## config.mk

```make
export PLATFORM = sky130hd
export DESIGN_NAME = shift_add_multiplier
export DESIGN_NICKNAME = d
export VERILOG_FILES = /design/src/rtl/shift_add_multiplier.sv
export SDC_FILE = /design/constraint.sdc
export NUM_CORES = 1
export LEC_CHECK = 0
export ABC_AREA = 1
export CORE_MARGIN = 2
export CORE_UTILIZATION = 54
export DETAILED_ROUTE_END_ITERATION = 8
export PLACE_DENSITY = 0.79
export SETUP_SLACK_MARGIN = 0.4
export SLEW_MARGIN = 0
export SYNTH_ARGS = -nofsm -noshare
export SYNTH_HDL_FRONTEND = slang
export SYNTH_SLANG_ARGS = --single-unit
```

## constraint.sdc

```tcl
create_clock -name clk -period 3.95 [get_ports clk]
set_clock_uncertainty 0.2 [all_clocks]
set_input_delay 0.5925 -clock clk [delete_from_list [all_inputs] [get_ports clk]]
set_output_delay 0.5925 -clock clk [all_outputs]
set_load 0.005 [all_outputs]
```

## src/rtl/shift_add_multiplier.sv

```systemverilog
`default_nettype none
// ============================================================================
//  Module   : shift_add_multiplier
//  Purpose  : Sequential unsigned radix-2 shift-and-add multiplier with a
//             start/done handshake and a fixed WIDTH-cycle latency.
//  Ports    : clk      - system clock, rising edge
//             rst      - synchronous active-high reset
//             start    - request; sampled only in IDLE or DONE
//             a, b     - multiplicand / multiplier, captured on accept
//             busy     - high while iterating (CALC)
//             done     - one-cycle completion pulse
//             product  - 2*WIDTH result, held until the next completion
//  Revision : 1.0 - initial release
// ============================================================================
module shift_add_multiplier #(
    parameter int WIDTH = 4
) (
    input  logic                 clk,
    input  logic                 rst,
    input  logic                 start,
    input  logic [WIDTH-1:0]     a,
    input  logic [WIDTH-1:0]     b,
    output logic                 busy,
    output logic                 done,
    output logic [2*WIDTH-1:0]   product
);

    localparam int CW = $clog2(WIDTH) + 1;

    localparam logic [1:0] S_IDLE = 2'd0;
    localparam logic [1:0] S_CALC = 2'd1;
    localparam logic [1:0] S_DONE = 2'd2;

    localparam logic [CW-1:0] LAST_ITER = CW'(WIDTH - 1);

    logic [1:0]         state_q, state_d;
    logic [WIDTH-1:0]   mcand_q, mcand_d;
    logic [WIDTH-1:0]   mplier_q, mplier_d;
    logic [WIDTH:0]     acc_q, acc_d;
    logic [CW-1:0]      cnt_q, cnt_d;
    logic [2*WIDTH-1:0] product_q, product_d;

    logic               w_accept;
    logic               w_last;
    logic [WIDTH:0]     w_sum;

    // New operands are taken from IDLE and also from DONE, which is what
    // allows back-to-back operation without an idle cycle.
    assign w_accept = start && ((state_q == S_IDLE) || (state_q == S_DONE));
    assign w_last   = (state_q == S_CALC) && (cnt_q == LAST_ITER);

    // Upper accumulator plus the (conditionally) selected multiplicand; the
    // extra MSB keeps the carry so the shift below never loses it.
    assign w_sum = acc_q + ({1'b0, mcand_q} & {(WIDTH+1){mplier_q[0]}});

    // ------------------------------------------------------------------
    // FSM: state register
    // ------------------------------------------------------------------
    always_ff @(posedge clk) begin
        if (rst) begin
            state_q <= S_IDLE;
        end else begin
            state_q <= state_d;
        end
    end

    // ------------------------------------------------------------------
    // FSM: next-state logic
    // ------------------------------------------------------------------
    always_comb begin
        state_d = state_q;
        case (state_q)
            S_IDLE:  if (start) state_d = S_CALC;
            S_CALC:  if (w_last) state_d = S_DONE;
            S_DONE:  state_d = start ? S_CALC : S_IDLE;
            default: state_d = S_IDLE;
        endcase
    end

    // ------------------------------------------------------------------
    // FSM: outputs, decoded purely from the state register
    // ------------------------------------------------------------------
    always_comb begin
        busy = (state_q == S_CALC);
        done = (state_q == S_DONE);
    end

    assign product = product_q;

    // ------------------------------------------------------------------
    // Datapath next-state
    // ------------------------------------------------------------------
    always_comb begin
        mcand_d   = mcand_q;
        mplier_d  = mplier_q;
        acc_d     = acc_q;
        cnt_d     = cnt_q;
        product_d = product_q;
        if (w_accept) begin
            mcand_d  = a;
            mplier_d = b;
            acc_d    = '0;
            cnt_d    = '0;
        end else if (state_q == S_CALC) begin
            // {acc, mplier} >> 1 after the add; the LSB of the sum drops
            // into the top of the multiplier shift register.
            acc_d    = {1'b0, w_sum[WIDTH:1]};
            mplier_d = {w_sum[0], mplier_q[WIDTH-1:1]};
            cnt_d    = cnt_q + CW'(1);
            if (w_last) begin
                product_d = {w_sum, mplier_q[WIDTH-1:1]};
            end
        end
    end

    always_ff @(posedge clk) begin
        if (rst) begin
            mcand_q   <= '0;
            mplier_q  <= '0;
            acc_q     <= '0;
            cnt_q     <= '0;
            product_q <= '0;
        end else begin
            mcand_q   <= mcand_d;
            mplier_q  <= mplier_d;
            acc_q     <= acc_d;
            cnt_q     <= cnt_d;
            product_q <= product_d;
        end
    end

endmodule
`default_nettype wire
```

# == Word-level counts from Yosys, hierarchy flattened ==
# Cells that the tools add are included.
# totals
regBits,25
out_inout_bits,10
inputBits,11
word_cells,29
# op_classes
eq_ne,5
n_reduce_logical,8
add_sub_neg,2
muxes,6
n_bitwise,2
# op_table
operator,n
two-way mux 4 bit,2
case mux 2 bit (3 select lines),1
adder 4 x 5 -> 5 bit,1
AND 4 x 5 -> 5 bit,1
two-way mux 2 bit,2
adder 3 x 1 -> 3 bit (second input constant),1
== test 3 x 2 -> 1 bit (second input constant),1
AND reduction 3 bit,1
== test 2 x 1 -> 1 bit (second input constant),1
== test 2 bit (second input constant),1
logical AND 1 bit,2
zero test 2 bit,1
inequality test 2 x 1 -> 1 bit (second input constant),1
inequality test 2 bit (second input constant),1
AND reduction 2 bit,1
nonzero test 2 bit,1
OR reduction 2 bit,1
logical OR 1 bit,1
two-way mux 1 bit,1
NOT 1 bit,1

# == Longest topological paths before layout ==
# Gate-level depths: netlist (run 1).
# logic_depth
word_depth,5
mapped_depth,9
depth_no_buf,9

# == Worst setup path before layout (run 1) ==
# Ideal clock, no wire load.
# synth_path
path_kind,register to register
start,reg mplier_q[0]
end,"reg product_q[7], in the netlist product[7]"
stages_incl_launch_ff,10
path_slack_ns,2.277
arrival_time_ns,1.417
setup_ns,0.055
path_cell_list,dfxtp_1 > nand2_1 > inv_1 > ha_1 > inv_1 > fa_1 > nand3b_1 > nand3_1 > o211ai_2 > inv_2
# synth_via
elab_chain_len,2
# synth_lines
item,line,source
from (decl),38,"logic [WIDTH-1:0] mplier_q, mplier_d;"
from (signal assigned),125,mplier_q <= mplier_d;
AND 4 x 5 -> 5 bit,54,"assign w_sum = acc_q + ({1'b0, mcand_q} & {(WIDTH+1){mplier_q[0]}});"
adder 4 x 5 -> 5 bit,54,
to (signal assigned),128,product_q <= product_d;
to (decl),41,"logic [2*WIDTH-1:0] product_q, product_d;"
# Every way passes these cells.
# A chain may end at the register's enable or synchronous reset.

# == Worst setup path in the final report (run 1) ==
# layout_path
start,reg state_q[0]
end,out busy
# layout_via
elab_chain_len,1
# layout_lines
item,line,source
from (decl),36,"logic [1:0] state_q, state_d;"
from (signal assigned),63,state_q <= state_d;
== test 2 x 1 -> 1 bit,84,busy = (state_q == S_CALC);
to (decl),23,"output logic busy,"
# Every way passes these cells.

==> results of run 1 <==
[worst max-delay path, stage by stage, from the launching register on]
cell and delay (ps):
dfxtp_1 450, nand2_4 140, inv_2 200, clkdlybuf4s50_1 530
[cell families (layout without fill, tap and decap cells)]
| kind of cell | after synthesis | count (layout) | synth area share (%) |
|---|---|---|---|
| and+or+nand+nor | 59 | 59 | 23.2 |
| AOI/OAI and AO/OA | 28 | 28 | 14.6 |
| DFF | 25 | 25 | 42.8 |
| xor gates and xnor gates | 2 | 2 | 1.50 |
| buffers and inverters | 25 | 45 | 9.74 |
| adders and majority gates | 7 | 7 | 8.14 |
[registers in the layout, indices dropped and copies added (netlist names)]
register / cells
product: 8
acc_q: 4
mcand_q: 4
mplier_q: 4
cnt_q: 3
state_q: 2
[layout make-up]
| class | count | area (um^2) | area share (%) |
|---|---|---|---|
| Multi-Input combinational cell | 96 | 554 | 39.7 |
| Sequential cell | 25 | 500 | 35.9 |
| Timing Repair Buffer | 20 | 200 | 14.3 |
| Inverter | 21 | 78.8 | 5.65 |
| Tap cell | 27 | 33.8 | 2.42 |
| Clock buffer | 3 | 22.5 | 1.61 |
| Clock inverter | 1 | 5.00 | 0.359 |
[routing by layer]
| metal | GRT usage [%] | up-vias |
|---|---|---|
| met2 | 36.8 | 18 |
| met5 | 0 | - |
| met1 | 25.7 | 441 |
| met4 | 9.46 | 0 |
| li1 | - | 502 |
| met3 | 2.68 | 6 |
[power by group through the flow]
stage	Clock (mW)	Combinational (mW)	Sequential, mW
after floorplan	0	0.0446	0.277
after global placement	0	0.0606	0.279
after detailed placement	0	0.0626	0.280
after CTS	0.120	0.0629	0.274
after global routing	0.128	0.0722	0.276
final	0.119	0.0627	0.274
[cell usage in the layout (no fill, tap or decap), drive strengths merged]
cell,n
dfxtp,25
o211ai,6
xor2,1
nand3,7
or2,4
o21a,1
o21ai,13
nor2,33
ha,6
nand3b,1
inv,21
a21oi,8
xnor2,1
clkdlybuf4s50,20
clkinv,1
fa,1
nand2,14
clkbuf,3
[through the flow]
stage               power, mW  util, %  std cells  hold WS (ps)
finish                  0.456     69.7        193           281
global route            0.476     69.7        193           311
CTS                     0.457     69.7        193           283
detailed placement      0.342     68.3        189           264
global placement        0.340     68.3        189           256
floorplan               0.322        -        146           247
[path summary, 6_finish.rpt]
check                                 from                       to  slack [ps]  cells past startpoint
setup reg to reg  mplier_q[0]$_SDFFE_PP0P_  product[7]$_SDFFE_PP0P_        2060                      9
hold / removal       cnt_q[1]$_SDFFE_PP0P_    cnt_q[1]$_SDFFE_PP0P_         280                      2
setup / recovery   state_q[0]$_SDFFE_PP0P_                     busy        1510                      3
hold reg to reg      cnt_q[1]$_SDFFE_PP0P_    cnt_q[1]$_SDFFE_PP0P_         280                      2
==> flow_metrics.env, run 1 <==
export IMPL_status="finished, final reports clean"
export IMPL_wl_met1_mm=1.12
export IMPL_dr_wl_met3_um=62
export IMPL_die_area_um2=2550
export IMPL_required_ps=3160
export IMPL_nNetsFinal=185
export IMPL_antenna_found_initial=0
export IMPL_synth_most_common_cell="nor2_1"
export IMPL_grt_pass1_vias=950
export IMPL_synthCells=146
export IMPL_vias=967
export IMPL_area_growth_pct=19.4
export IMPL_slew_violations=0
export IMPL_grt_pass1_wl_mm=4.05
export IMPL_synth_area_um2=1170
export IMPL_setup_slack_ps=1510
export IMPL_comb_power_share_pct=13.8
export IMPL_overflow=0
export IMPL_avgSynthCellArea_um2=8.00
export IMPL_post_place_ws_ps=1850
export IMPL_yosys_top_cells_area="dfxtp_1 (43%), nor2_1 (10%), ha_1 (6.4%)"
export IMPL_ys_seq_elements=25
export IMPL_intPower_mw=0.331
export IMPL_grt_max_degree=17
export IMPL_ys_types=26
export IMPL_die_x_um=50.5
export IMPL_placementRows=16
export IMPL_placed_cell_area_um2=1370
export IMPL_yosysTopAreaCell="dfxtp_1"
export IMPL_post_cts_setup_buffers=0
export IMPL_finalCritPeriodShare_pct=61.7
export IMPL_clk_latency_ps=330
export IMPL_numClockSinks=25
export IMPL_synth_top_area_share_pct=42.8
export IMPL_numCtsBuffers=3
export IMPL_start_kind="register"
export IMPL_drc_errors=0
export IMPL_start_util_pct=58.4
export IMPL_final_hold_violation_count=0
export IMPL_top_layer="met4"
export IMPL_postLayoutCellArea_um2=1400
export IMPL_drtIter0Drc=9
export IMPL_gp_congestion=0.779
export IMPL_coreArea_um2=2000
export IMPL_hpwlAfterDp_mm=1.77
export IMPL_wl_met2_mm=1.15
export IMPL_power_density_nw_per_um2=327
export IMPL_routed_via_density=5.01
export IMPL_p_switching_mw=0.125
export IMPL_io_pins=21
export IMPL_p_clk_share_pct=26.1
export IMPL_maxCapViolations=0
export IMPL_cts_tree="built"
export IMPL_drt_first_pass_iters=4
export IMPL_routed_wl_mm=2.38
export IMPL_final_setup_tns_ps=0
export IMPL_maxSlewHeadroom_pct=68.7
export IMPL_wl_per_cell_um=12.3
export IMPL_worstMarginPinSlew_ps=469
export IMPL_clockRootBuffer="clkbuf_4"
export IMPL_htree_levels=1
export IMPL_post_cts_resized=0
export IMPL_rsz0062_at_grt="false"
export IMPL_clkTransAtPathRegs_ps=140
export IMPL_antenna_cells=0
export IMPL_end_kind="primary output"
export IMPL_crit_path_max_fanout=12
export IMPL_hp_class="register to register"
export IMPL_syn_nets=164
export IMPL_yosysWarnings=0
export IMPL_drive_gt1_share_pct=9.04
export IMPL_crit_arrival_ps=1640
export IMPL_track_usage_pct=21.1
export IMPL_clock_path_buffers=2
export IMPL_io_buffers=20
export IMPL_path_class="register to primary output"
export IMPL_synthArstFlopShare_pct=0
export IMPL_synth_ff_type="dfxtp_1"
export IMPL_max_freq_mhz=411
export IMPL_ant_nets=0
export IMPL_synth_common_cells="nor2_1 (31), dfxtp_1 (25), inv_1 (18)"
export IMPL_p_sw_share_pct=27.4
export IMPL_fillers=180
export IMPL_p_leak_nw=0.625
export IMPL_ys_seq_area_share_pct=42.8
export IMPL_die_y_um=50.5
export IMPL_ir_drop_mv=0.271
export IMPL_p_seq_share_pct=60.2
export IMPL_holdBufCountCts=0
export IMPL_min_period_ps=2440
export IMPL_synth_edff_count=0
export IMPL_finalSetupViolCount=0
Note: power is estimated with default switching activity, not from simulation.
==> run 2: changes to the inputs <==
Settings changed: CORE_UTILIZATION 54 to 50, PLACE_DENSITY 0.79 to 0.74.
Clock period 3.95 ns to 2.29 ns, I/O delays scaled along.
==> run 2 against run 1 <==
- register-to-register slack worse by 1500 ps
- critical path type unchanged
- final area grew 2.4%
- worst setup slack got worse by 1000 ps
- sequential power is 73% higher
- via count up 1.2%
- critical endpoint is now done
- routed wire length decreased by 4.1%
- power increased by 71%
- largest power group unchanged
- final cell count grew 1.6%
==> flow_metrics.env, run 2 (synthesis results as in run 1) <==
export IMPL_antenna_found_initial=0
export IMPL_end_kind="primary output"
export IMPL_grt_pass1_wl_mm=3.88
export IMPL_final_cell_mix="nor2_1 (30), dfxtp_1 (22), clkdlybuf4s50_1 (19)"
export IMPL_regArea_um2=507
export IMPL_power_density_nw_per_um2=546
export IMPL_rsz0062_at_grt="false"
export IMPL_ir_drop_mv=0.354
export IMPL_gp_congestion=0.865
export IMPL_clk_latency_ps=310
export IMPL_multi_input_area_um2=559
export IMPL_area_growth_pct=22.3
export IMPL_finalCritPeriodShare_pct=79.6
export IMPL_r2r_end="product[7]$_SDFFE_PP0P_"
export IMPL_p_sw_share_pct=26.0
export IMPL_min_to="cnt_q[1]$_SDFFE_PP0P_"
export IMPL_max_freq_mhz=549
export IMPL_intPower_mw=0.577
export IMPL_r2r_cells=9
export IMPL_maxCapViolations=0
export IMPL_clockRootBuffer="clkbuf_4"
export IMPL_track_usage_pct=19.3
export IMPL_numCtsBuffers=3
export IMPL_final_hold_violation_count=0
export IMPL_finalSetupViolCount=0
export IMPL_drtIter0Drc=20
export IMPL_placementRows=17
export IMPL_final_setup_tns_ps=0
export IMPL_die_area_um2=2740
export IMPL_required_ps=1750
export IMPL_start_kind="register"
export IMPL_overflow=0
export IMPL_slew_violations=0
export IMPL_crit_chain="inv_2, nor2_1, clkdlybuf4s50_1"
export IMPL_p_clk_share_pct=24.6
export IMPL_antenna_cells=0
export IMPL_grt_max_degree=17
export IMPL_setup_slack_ps=468
export IMPL_r2r_start="mplier_q[0]$_SDFFE_PP0P_"
export IMPL_io_buffers=20
export IMPL_wl_per_cell_um=11.6
export IMPL_coreArea_um2=2210
export IMPL_vias=979
export IMPL_maxSlewHeadroom_pct=69.1
export IMPL_die_x_um=52.3
export IMPL_nNetsFinal=187
export IMPL_clock_path_buffers=2
export IMPL_slowest_stage="clkdlybuf4s50_1"
export IMPL_routed_via_density=4.99
export IMPL_largest_reg_flops=8
export IMPL_ant_nets=0
export IMPL_p_leak_nw=0.648
export IMPL_min_period_ps=1820
export IMPL_worstMarginPinSlew_ps=463
export IMPL_post_place_ws_ps=471
export IMPL_numClockSinks=25
export IMPL_io_pins=21
export IMPL_start_util_pct=52.8
export IMPL_grt_pass1_vias=944
export IMPL_routed_wl_mm=2.28
export IMPL_drc_errors=0
export IMPL_hpwlAfterDp_mm=1.69
export IMPL_crit_arrival_ps=1280
export IMPL_status="finished, final reports clean"
export IMPL_final_common_cell="nor2_1"
export IMPL_holdPathStages=2
export IMPL_drt_first_pass_iters=4
export IMPL_p_switching_mw=0.202
export IMPL_crit_path_max_fanout=2
export IMPL_path_class="register to primary output"
export IMPL_htree_levels=1
export IMPL_clkTransAtPathRegs_ps=130
export IMPL_rrSetupSlack_ps=580
export IMPL_cts_tree="built"
export IMPL_fillers=182
export IMPL_drive_gt1_share_pct=13.1
export IMPL_die_y_um=52.3
export IMPL_comb_power_share_pct=14.7
export IMPL_p_seq_share_pct=60.7
export IMPL_hp_class="register to register"
export IMPL_critPathMaxStageDelay_ps=500
export IMPL_min_from="cnt_q[1]$_SDFFE_PP0P_"
==> run 2: cell types whose count changed in the layout (fill, tap and decap cells not counted), sizes merged <==
| cell | delta |
|---|---|
| clkbuf | +1 |
| clkinv | -1 |
| buf | +2 |
| dlymetal6s2s | +1 |
| clkdlybuf4s50 | -1 |
==> run 2: worst max path at each step <==
stage	slack, ps	cells after the start	to	from
finish	470	3	done	state_q[1]$_SDFFE_PP0P_
global route	400	3	done	state_q[1]$_SDFFE_PP0P_
CTS	420	4	busy	state_q[1]$_SDFFE_PP0P_
detailed placement	470	4	product[0]$_SDFFE_PP0P_	rst
global placement	470	9	product[7]$_SDFFE_PP0P_	mplier_q[0]$_SDFFE_PP0P_
floorplan	620	9	product[7]$_SDFFE_PP0P_	mplier_q[0]$_SDFFE_PP0P_
==> run 2: power groups by stage <==
stage | clock [mW] | sequential [mW] | combinational (mW)
2_1_floorplan | 0 | 0.478 | 0.0770
3_3_place_gp | 0 | 0.482 | 0.105
3_5_place_dp | 0 | 0.482 | 0.108
4_1_cts | 0.199 | 0.473 | 0.114
5_1_grt | 0.219 | 0.477 | 0.130
6_report | 0.192 | 0.473 | 0.115
==> run 2: layout make-up <==
type / instances / share of cell area, %
Clock buffer: 4 / 1.84
Multi-Input combinational cell: 96 / 39.1
Sequential cell: 25 / 35.5
Tap cell: 28 / 2.45
Timing Repair Buffer: 22 / 15.2
Inverter: 21 / 5.87
==> run 2: layer usage <==
metal | global-route usage, % | part of all wire, % | vias to the layer above
met1 | 23.7 | 48 | 442
met3 | 4.29 | 4.1 | 4
met4 | 11.5 | 2.2 | 0
met2 | 30.4 | 46 | 24
met5 | 0 | 0 | -
li1 | - | - | 509
==> run 2: critical path, delay by kind of cell (launching register included) <==
family	cells	cell delay, ps
flip-flops	1	350
AND/OR/NAND/NOR	1	80
buffers and inverters	2	540
==> run 2: through the flow <==
stage	area (um^2)	total power, mW	hold WS (ps)	utilization [%]	cells
CTS	1420	0.786	301	64.0	196
global placement	1370	0.587	257	61.9	190
finish	1430	0.780	301	64.6	196
global route	1430	0.825	342	64.6	196
floorplan	1170	0.555	213	-	146
detailed placement	1370	0.589	283	61.9	190
==> run 2: repair_timing <==
item / in CTS / in global routing
setup buffers: 2 / 0
resized for setup: 4 / 6
hold buffers: 0 / 0
endpoints found under the setup margin: 1 / 6
pin swaps: 1 / 0
==> run 3: changes to the inputs <==
Clock period 2.29 ns to 1.75 ns, I/O delays scaled along.
==> run 3 against run 2 <==
- die area unchanged
- register-to-register slack worse by 550 ps
- via count rose by 14%
- worst hold slack got worse by 3.8 ps
- final area increased by 19%
- largest power group unchanged
- core utilization is 13 points higher
- flip-flop and latch count unchanged
- non-clock buffer count increased by 17
- clock power grew 43%
==> flow_metrics.env, run 3 (synthesis results as in run 1) <==
export IMPL_p_switching_mw=0.322
export IMPL_critical_path_startpoint="mcand_q[0]$_SDFFE_PP0P_"
export IMPL_r2r_cells=9
export IMPL_die_area_um2=2740
export IMPL_start_kind="register"
export IMPL_ir_drop_mv=0.507
export IMPL_routed_via_density=5.20
export IMPL_p_sw_share_pct=29.0
export IMPL_final_hold_violation_count=0
export IMPL_finalCritPeriodShare_pct=98.3
export IMPL_path_buf_inv=3
export IMPL_grt_pass1_vias=1010
export IMPL_ant_nets=0
export IMPL_hp_class="register to register"
export IMPL_hpwlAfterDp_mm=1.75
export IMPL_numCtsBuffers=3
export IMPL_start_util_pct=52.8
export IMPL_gp_congestion=0.924
export IMPL_p_seq_share_pct=56.3
export IMPL_holdBufCountCts=0
export IMPL_path_class="register to register"
export IMPL_final_common_cell="nor2_1"
export IMPL_max_freq_mhz=582
export IMPL_crit_arrival_ps=1810
export IMPL_rsz0062_at_grt="true"
export IMPL_critPathCapture="acc_q[3]$_SDFFE_PP0P_"
export IMPL_cts_tree="built"
export IMPL_io_buffers=20
export IMPL_grt_pass1_wl_mm=4.47
export IMPL_r2r_end="acc_q[3]$_SDFFE_PP0P_"
export IMPL_crit_top_cell="inv_2"
export IMPL_critPathMaxStageDelay_ps=380
export IMPL_vias=1113
export IMPL_slew_violations=0
export IMPL_required_ps=1840
export IMPL_worstMarginPinSlew_ps=346
export IMPL_finalSetupViolCount=0
export IMPL_grt_max_degree=17
export IMPL_rrSetupSlack_ps=30
export IMPL_crit_path_max_fanout=2
export IMPL_maxCapViolations=0
export IMPL_die_y_um=52.3
export IMPL_nNetsFinal=205
export IMPL_status="finished, final reports clean"
export IMPL_clkTransAtPathRegs_ps=140
export IMPL_drt_first_pass_iters=4
export IMPL_drive_gt1_share_pct=50.0
export IMPL_min_period_ps=1720
export IMPL_slowest_stage="dfxtp_2"
export IMPL_clock_path_buffers=2
export IMPL_end_kind="register"
export IMPL_coreArea_um2=2210
export IMPL_io_pins=21
export IMPL_placementRows=17
export IMPL_crit_chain="nand2_2, inv_2, ha_4, inv_2, fa_2, nand3b_1, nand3_1, o211ai_1, inv_1"
export IMPL_final_cell_mix="nor2_1 (28), buf_4 (15), dfxtp_2 (13)"
export IMPL_cp_num_cells=9
export IMPL_cp_top_family="adder cells"
export IMPL_power_density_nw_per_um2=651
export IMPL_r2r_start="mcand_q[0]$_SDFFE_PP0P_"
export IMPL_clockRootBuffer="clkbuf_4"
export IMPL_maxSlewHeadroom_pct=76.7
export IMPL_wl_per_cell_um=14.1
export IMPL_largest_reg_flops=8
export IMPL_track_usage_pct=22.5
export IMPL_postLayoutCellArea_um2=1710
export IMPL_fillers=149
export IMPL_area_growth_pct=45.9
export IMPL_overflow=0
export IMPL_die_x_um=52.3
export IMPL_clk_latency_ps=340
export IMPL_p_clk_share_pct=24.8
export IMPL_drc_errors=0
export IMPL_htree_levels=1
export IMPL_routed_wl_mm=3.03
export IMPL_p_leak_nw=0.755
export IMPL_final_setup_tns_ps=0
export IMPL_antenna_cells=0
export IMPL_placed_cell_area_um2=1440
export IMPL_antenna_found_initial=0
export IMPL_numClockSinks=25
export IMPL_intPower_mw=0.787
export IMPL_comb_power_share_pct=18.9
export IMPL_drtIter0Drc=17
## run 3: worst min path at each step
stage / from / endpoint / slack, ps / cells after the start
after floorplan: rst / state_q[0]$_SDFFE_PP0P_ / 130 / 1
after global placement: cnt_q[1]$_SDFFE_PP0P_ / cnt_q[1]$_SDFFE_PP0P_ / 260 / 2
after detailed placement: cnt_q[1]$_SDFFE_PP0P_ / cnt_q[1]$_SDFFE_PP0P_ / 270 / 2
after CTS: cnt_q[1]$_SDFFE_PP0P_ / cnt_q[1]$_SDFFE_PP0P_ / 300 / 2
after global routing: cnt_q[1]$_SDFFE_PP0P_ / cnt_q[1]$_SDFFE_PP0P_ / 320 / 2
final: cnt_q[1]$_SDFFE_PP0P_ / cnt_q[1]$_SDFFE_PP0P_ / 300 / 2
## run 3: power by group through the flow
stage	registers (mW)	clock network, mW	logic, mW
finish	0.625	0.275	0.210
global route	0.627	0.296	0.230
CTS	0.619	0.270	0.172
detailed placement	0.632	0	0.157
global placement	0.631	0	0.154
floorplan	0.627	0	0.105
## run 3: cell type report
type                    instances  area (um^2)  area share [%]
inverters                      21         83.8            4.92
well taps                      28         35.0            2.05
multi-input cells              97          722            42.3
clock buffers                   3         22.5            1.32
flip-flops and latches         25          520            30.5
clock inverters                 1         5.00           0.293
repair buffers                 39          317            18.6
## run 3: what timing repair did
action | CTS | global route
setup endpoints to repair | 25 | 25
gates resized for setup | 50 | 34
gates cloned | 1 | 0
pin swaps | 5 | 16
setup buffers | 11 | 5
## run 3: per-stage QoR
step	utilization (%)	instances	setup slack [ps]	power, mW	hold WS, ps
finish	77.1	214	30.4	1.11	297
global route	77.1	214	-59.6	1.15	323
CTS	71.6	209	72.0	1.06	298
detailed placement	64.9	193	54.2	0.789	266
global placement	64.9	193	108	0.785	262
floorplan	-	146	165	0.732	132
## run 3: tightest hold or removal path, stage by stage, from the launching register on
cell     delay, ps
dfxtp_2        360
nand2_1         60
a21oi_1         50
## run 3: per-layer routing
layer	wire length [um]	part of all wire [%]	global-route usage, %
met5	0	0	0
met4	133	4.4	14.5
met3	130	4.3	3.43
met2	1530	51	37.5
met1	1230	41	26.6
==> patch 1 (settings of run 3) <==
Take the reset off `product_q` and load it in a clocked block of its own.
--- a/src/rtl/shift_add_multiplier.sv
+++ b/src/rtl/shift_add_multiplier.sv
@@ -119,14 +119,16 @@
             mplier_q  <= '0;
             acc_q     <= '0;
             cnt_q     <= '0;
-            product_q <= '0;
         end else begin
             mcand_q   <= mcand_d;
             mplier_q  <= mplier_d;
             acc_q     <= acc_d;
             cnt_q     <= cnt_d;
-            product_q <= product_d;
         end
+    end
+
+    always_ff @(posedge clk) begin
+        product_q <= product_d;
     end
 
 endmodule
Formal check against the unedited RTL: differs if rst is asserted again (counterexample within 10 cycles, from zero or initial values and one cycle with rst high); with rst held inactive, the same outputs for 10 cycles.
==> patch 1 against run 3 <==
The run now ends with negative setup slack left; via count is 17% lower; critical path depth is 2 lower; synthesized cell count is 14% lower; power is 0.34% higher; area after synthesis is 4.3% lower; sequential cell count stayed put; routed wire length is 22% lower; cell area is 6.4% lower; combinational power is 3% lower; worst setup slack worse by 0.033 ns.
==> patch 1: results (changes against run 3) <==
max_slew headroom - 82.4% (was 76.7%)
ranking of synthesized cells by area - dfxtp_1 (30%), edfxtp_1 (21%), nor2_1 (7.7%) (was dfxtp_1 (43%), nor2_1 (10%), ha_1 (6.4%))
Metal-1 WL - 1060 um (was 1230 um)
HP Class - reg2reg (unchanged)
Worst Path Arrival - 1.64 ns (was 1.81 ns)
met3 wire length - 87 um (was 130 um)
worst-skew pair later-pin latency - 0.31 ns (was 0.34 ns)
DRT iter0 DRCs - 15 (was 17)
Post-synth EDFFs - 8 (was 0)
GR met3 Demand/Resource - 2.05% (was 3.43%)
routed wl met2 - 1160 um (was 1530 um)
met2 Use GR - 29.2% (was 37.5%)
layout filler cell count - 153 (was 149)
adder-cell share of the synthesized area - 8.50% (was 8.14%)
first-pass GRT wire length - 3430 um (was 4470 um)
outcome - complete, but fails checks (was finished clean)
nets@finish - 178 (was 205)
Mapped Nets - 143 (was 164)
WL per Instance - 12.6 um (was 14.1 um)
ratio of cells with drive above 1 in the final layout - 44.0% (was 50.0%)
synthesized-area fraction occupied by xor and xnor cells - 1.57% (was 1.50%)
hold_sp - mplier_q[1] (was cnt_q[1])
# setup viols final - 1 (was 0)
LEAKAGE - 0.670 nW (was 0.755 nW)
Via Count - 919 (was 1,113)
largest net degree at the start of global routing - 16 (was 17)
Global Route met1 Usage - 21.2% (was 26.6%)
Total GRT Usage - 17.0% (was 22.5%)
violated checks - negative setup slack
Final WS setup - -0.00224 ns (was 0.0304 ns)
Seq/Total Area, Yosys - 51.9% (was 42.8%)
commonest cells in the netlist - nor2_1 (23), dfxtp_1 (17), inv_1 (17) (was nor2_1 (31), dfxtp_1 (25), inv_1 (18))
reg2reg start - mplier_q[0] (was mcand_q[0])
hpwl dp - 1430 um (was 1750 um)
Synth Area in Compound Gates - 10.3% (was 14.6%)
worst vdd rail ir drop - 0.667 mV (was 0.507 mV)
Final GP Congestion - 0.845 (was 0.924)
[patch 1: cell count changes after synthesis, moves of 3 or more]
cell and change:
or2_0 +3, nor2_1 -8, or2_1 -3, nand3_1 -3, edfxtp_1 +8, o21ai_0 -4, dfxtp_1 -8
[patch 1: stage by stage]
stage          utilization (%)  cells  TNS [ns]  setup WS (ns)  instance area (um2)
6_report                  73.6    187  -0.00224       -0.00224                 1600
5_1_grt                   73.6    187   -0.0610        -0.0315                 1600
4_1_cts                   68.9    183         0         0.0805                 1500
3_5_place_dp              63.0    172         0         0.0392                 1370
3_3_place_gp              63.0    172         0          0.100                 1370
2_1_floorplan                -    125         0          0.131                 1140
[patch 1: worst register-to-register path: stages, from the launching register on]
cell,delay [ns]
dfxtp_2,0.37
nand2_1,0.06
inv_1,0.06
ha_2,0.18
inv_2,0.04
fa_2,0.37
xor2_2,0.17
inv_1,0.07
[patch 1: path summary, 6_finish.rpt]
path	endpoint	slack, ns	cells past startpoint
worst max register to register	product[5]	-0.002	7
worst max-delay path	product[5]	-0.002	7
worst min-delay path	product[0]	0.29	0
worst min register to register	product[0]	0.29	0
[patch 1: layout make-up]
cell class	instances	area share, %
clock buffers	3	1.41
clock inverters	1	0.470
inverters	20	4.86
multi-input cells	77	37.9
flip-flops and latches	25	36.8
well taps	28	2.19
repair buffers	33	16.4
[patch 1: what timing repair did]
action                     in CTS  in global routing
setup buffers                   7                  4
gates cloned                    0                  0
gates resized for setup        60                 22
pin swaps                       6                 11
hold buffers                    0                  0
setup endpoints to repair      26                 19
[patch 1: power breakdown]
group | switching, W | leakage (nW) | internal [W] | total [W]
sequential | 0.0000234 | 0.212 | 0.000630 | 0.000653
combinational | 0.000104 | 0.444 | 0.000101 | 0.000204
clock | 0.000169 | 0.0139 | 0.0000870 | 0.000256
==> patch 2 (settings of run 3) <==
Without the edit above. Put a register stage on the output `done`, cleared by the reset. The value now appears one clock later. The other outputs are not delayed to match. Comments in the files are not updated.
--- a/src/rtl/shift_add_multiplier.sv
+++ b/src/rtl/shift_add_multiplier.sv
@@ -32,6 +32,8 @@
     localparam logic [1:0] S_DONE = 2'd2;
 
     localparam logic [CW-1:0] LAST_ITER = CW'(WIDTH - 1);
+
+    logic done_d;
 
     logic [1:0]         state_q, state_d;
     logic [WIDTH-1:0]   mcand_q, mcand_d;
@@ -82,7 +84,7 @@
     // ------------------------------------------------------------------
     always_comb begin
         busy = (state_q == S_CALC);
-        done = (state_q == S_DONE);
+        done_d = (state_q == S_DONE);
     end
 
     assign product = product_q;
@@ -129,5 +131,13 @@
         end
     end
 
+    always_ff @(posedge clk) begin
+        if (rst) begin
+            done <= '0;
+        end else begin
+            done <= done_d;
+        end
+    end
+
 endmodule
 `default_nettype wire
Formal check against the unedited RTL: not equivalent (Yosys sat finds a counterexample within 10 cycles, from zero or initial values and one cycle with rst high).
==> patch 2 against run 3 <==
Maximum frequency increased by 0.37%; synthesized cell count increased by 0.68%; combinational power down 10%; area after synthesis up 3.4%; via count fell by 3.5%; sequential cell count increased by 1; worst setup slack improved by 0.0064 ns; worst hold slack got worse by 0.033 ns; power increased by 12%; routed wire length shrank 9.1%; clock power increased by 52%; cell area decreased by 3.6%; non-clock buffer count down 4; sequential power grew 3%.
==> patch 2: results (changes against run 3) <==
hpwl dp - 1940 um (was 1750 um)
worst vdd rail ir drop - 0.994 mV (was 0.507 mV)
number of global-route vias before repair - 1,069 (was 1,010)
Synth Area in Compound Gates - 14.7% (was 14.6%)
Final WS setup - 0.0368 ns (was 0.0304 ns)
WL per Instance - 13.1 um (was 14.1 um)
Post-CTS Resized - 53 (was 50)
outcome - finished clean (unchanged)
Mapped Area - 0.00121 mm2 (was 0.00117 mm2)
root buffer cell - clkbuf_4 (unchanged)
Hold Path Depth - 1 (was 2)
adder-cell share of the synthesized area - 7.87% (was 8.14%)
Placement Cell Area - 0.00148 mm2 (was 0.00144 mm2)
ranking of synthesized cells by area - dfxtp_1 (43%), nor2_1 (9.3%), ha_1 (6.2%) (was dfxtp_1 (43%), nor2_1 (10%), ha_1 (6.4%))
vias per cell - 5.11 (was 5.20)
hold_sp - state_q[0] (was cnt_q[1])
Inserted Clock Buffers - 3 (unchanged)
routed wl met2 - 1370 um (was 1530 um)
Routed WL - 2750 um (was 3030 um)
Metal-1 WL - 1160 um (was 1230 um)
slowest stage delay, CP - 0.36 ns (was 0.38 ns)
hold_ws - 0.264 ns (was 0.297 ns)
Antenna Cells - 0 (unchanged)
DRT iter0 DRCs - 22 (was 17)
cell-internal power - 0.000943 W (was 0.000787 W)
Final GP Congestion - 0.842 (was 0.924)
LEAKAGE - 0.758 nW (was 0.755 nW)
Total GRT Usage - 23.2% (was 22.5%)
clock buffer depth - 2 (unchanged)
Seq/Total Area, Yosys - 43.1% (was 42.8%)
R2R cell count - 9 (unchanged)
ratio of cells with drive above 1 in the final layout - 41.2% (was 50.0%)
Mapped Nets - 165 (was 164)
max_slew headroom - 84.6% (was 76.7%)
WHS Endpoint - done (was cnt_q[1])
synthesized-area fraction occupied by xor and xnor cells - 1.45% (was 1.50%)
Post-CTS Setup Bufs - 10 (was 11)
met3 wire length - 150 um (was 130 um)
mean post-synth cell area - 8.22 um2 (was 8.00 um2)
max FFs per register - 8 (unchanged)
dpl cells - 195 (was 193)
Distinct cells, synth - 27 (was 26)
first-pass GRT wire length - 4660 um (was 4470 um)
commonest cells in the netlist - nor2_1 (30), dfxtp_1 (26), inv_1 (17) (was nor2_1 (31), dfxtp_1 (25), inv_1 (18))
pre-CTS setup slack - 0.0408 ns (was 0.0542 ns)
patch 2: cell types whose count changed in the layout (fill, tap and decap cells not counted), moves of 3 or more:
cell	delta
clkbuf_2	-4
ha_4	-3
nand2_2	-3
nand2_1	+3
buf_4	-3
buf_2	+3
patch 2: power groups by stage:
stage / combinational [W] / sequential, W / clock (W)
after floorplan: 0.000108 / 0.000650 / 0
final: 0.000188 / 0.000643 / 0.000417
after global routing: 0.000208 / 0.000647 / 0.000454
after global placement: 0.000156 / 0.000654 / 0
after detailed placement: 0.000161 / 0.000656 / 0
after CTS: 0.000176 / 0.000642 / 0.000429
patch 2: area by class of cell:
class,instances,area (um2)
repair buffers,35,289
clock inverters,1,30.0
fillers,177,611
clock buffers,3,22.5
multi-input cells,96,643
well taps,28,35.0
inverters,21,83.8
flip-flops and latches,26,541
patch 2: routing by layer:
layer / vias up / global-route usage [%]
met2: 33 / 39.6
met3: 8 / 7.06
met4: 0 / 10.3
li1: 540 / -
met5: - / 0
met1: 493 / 26.5
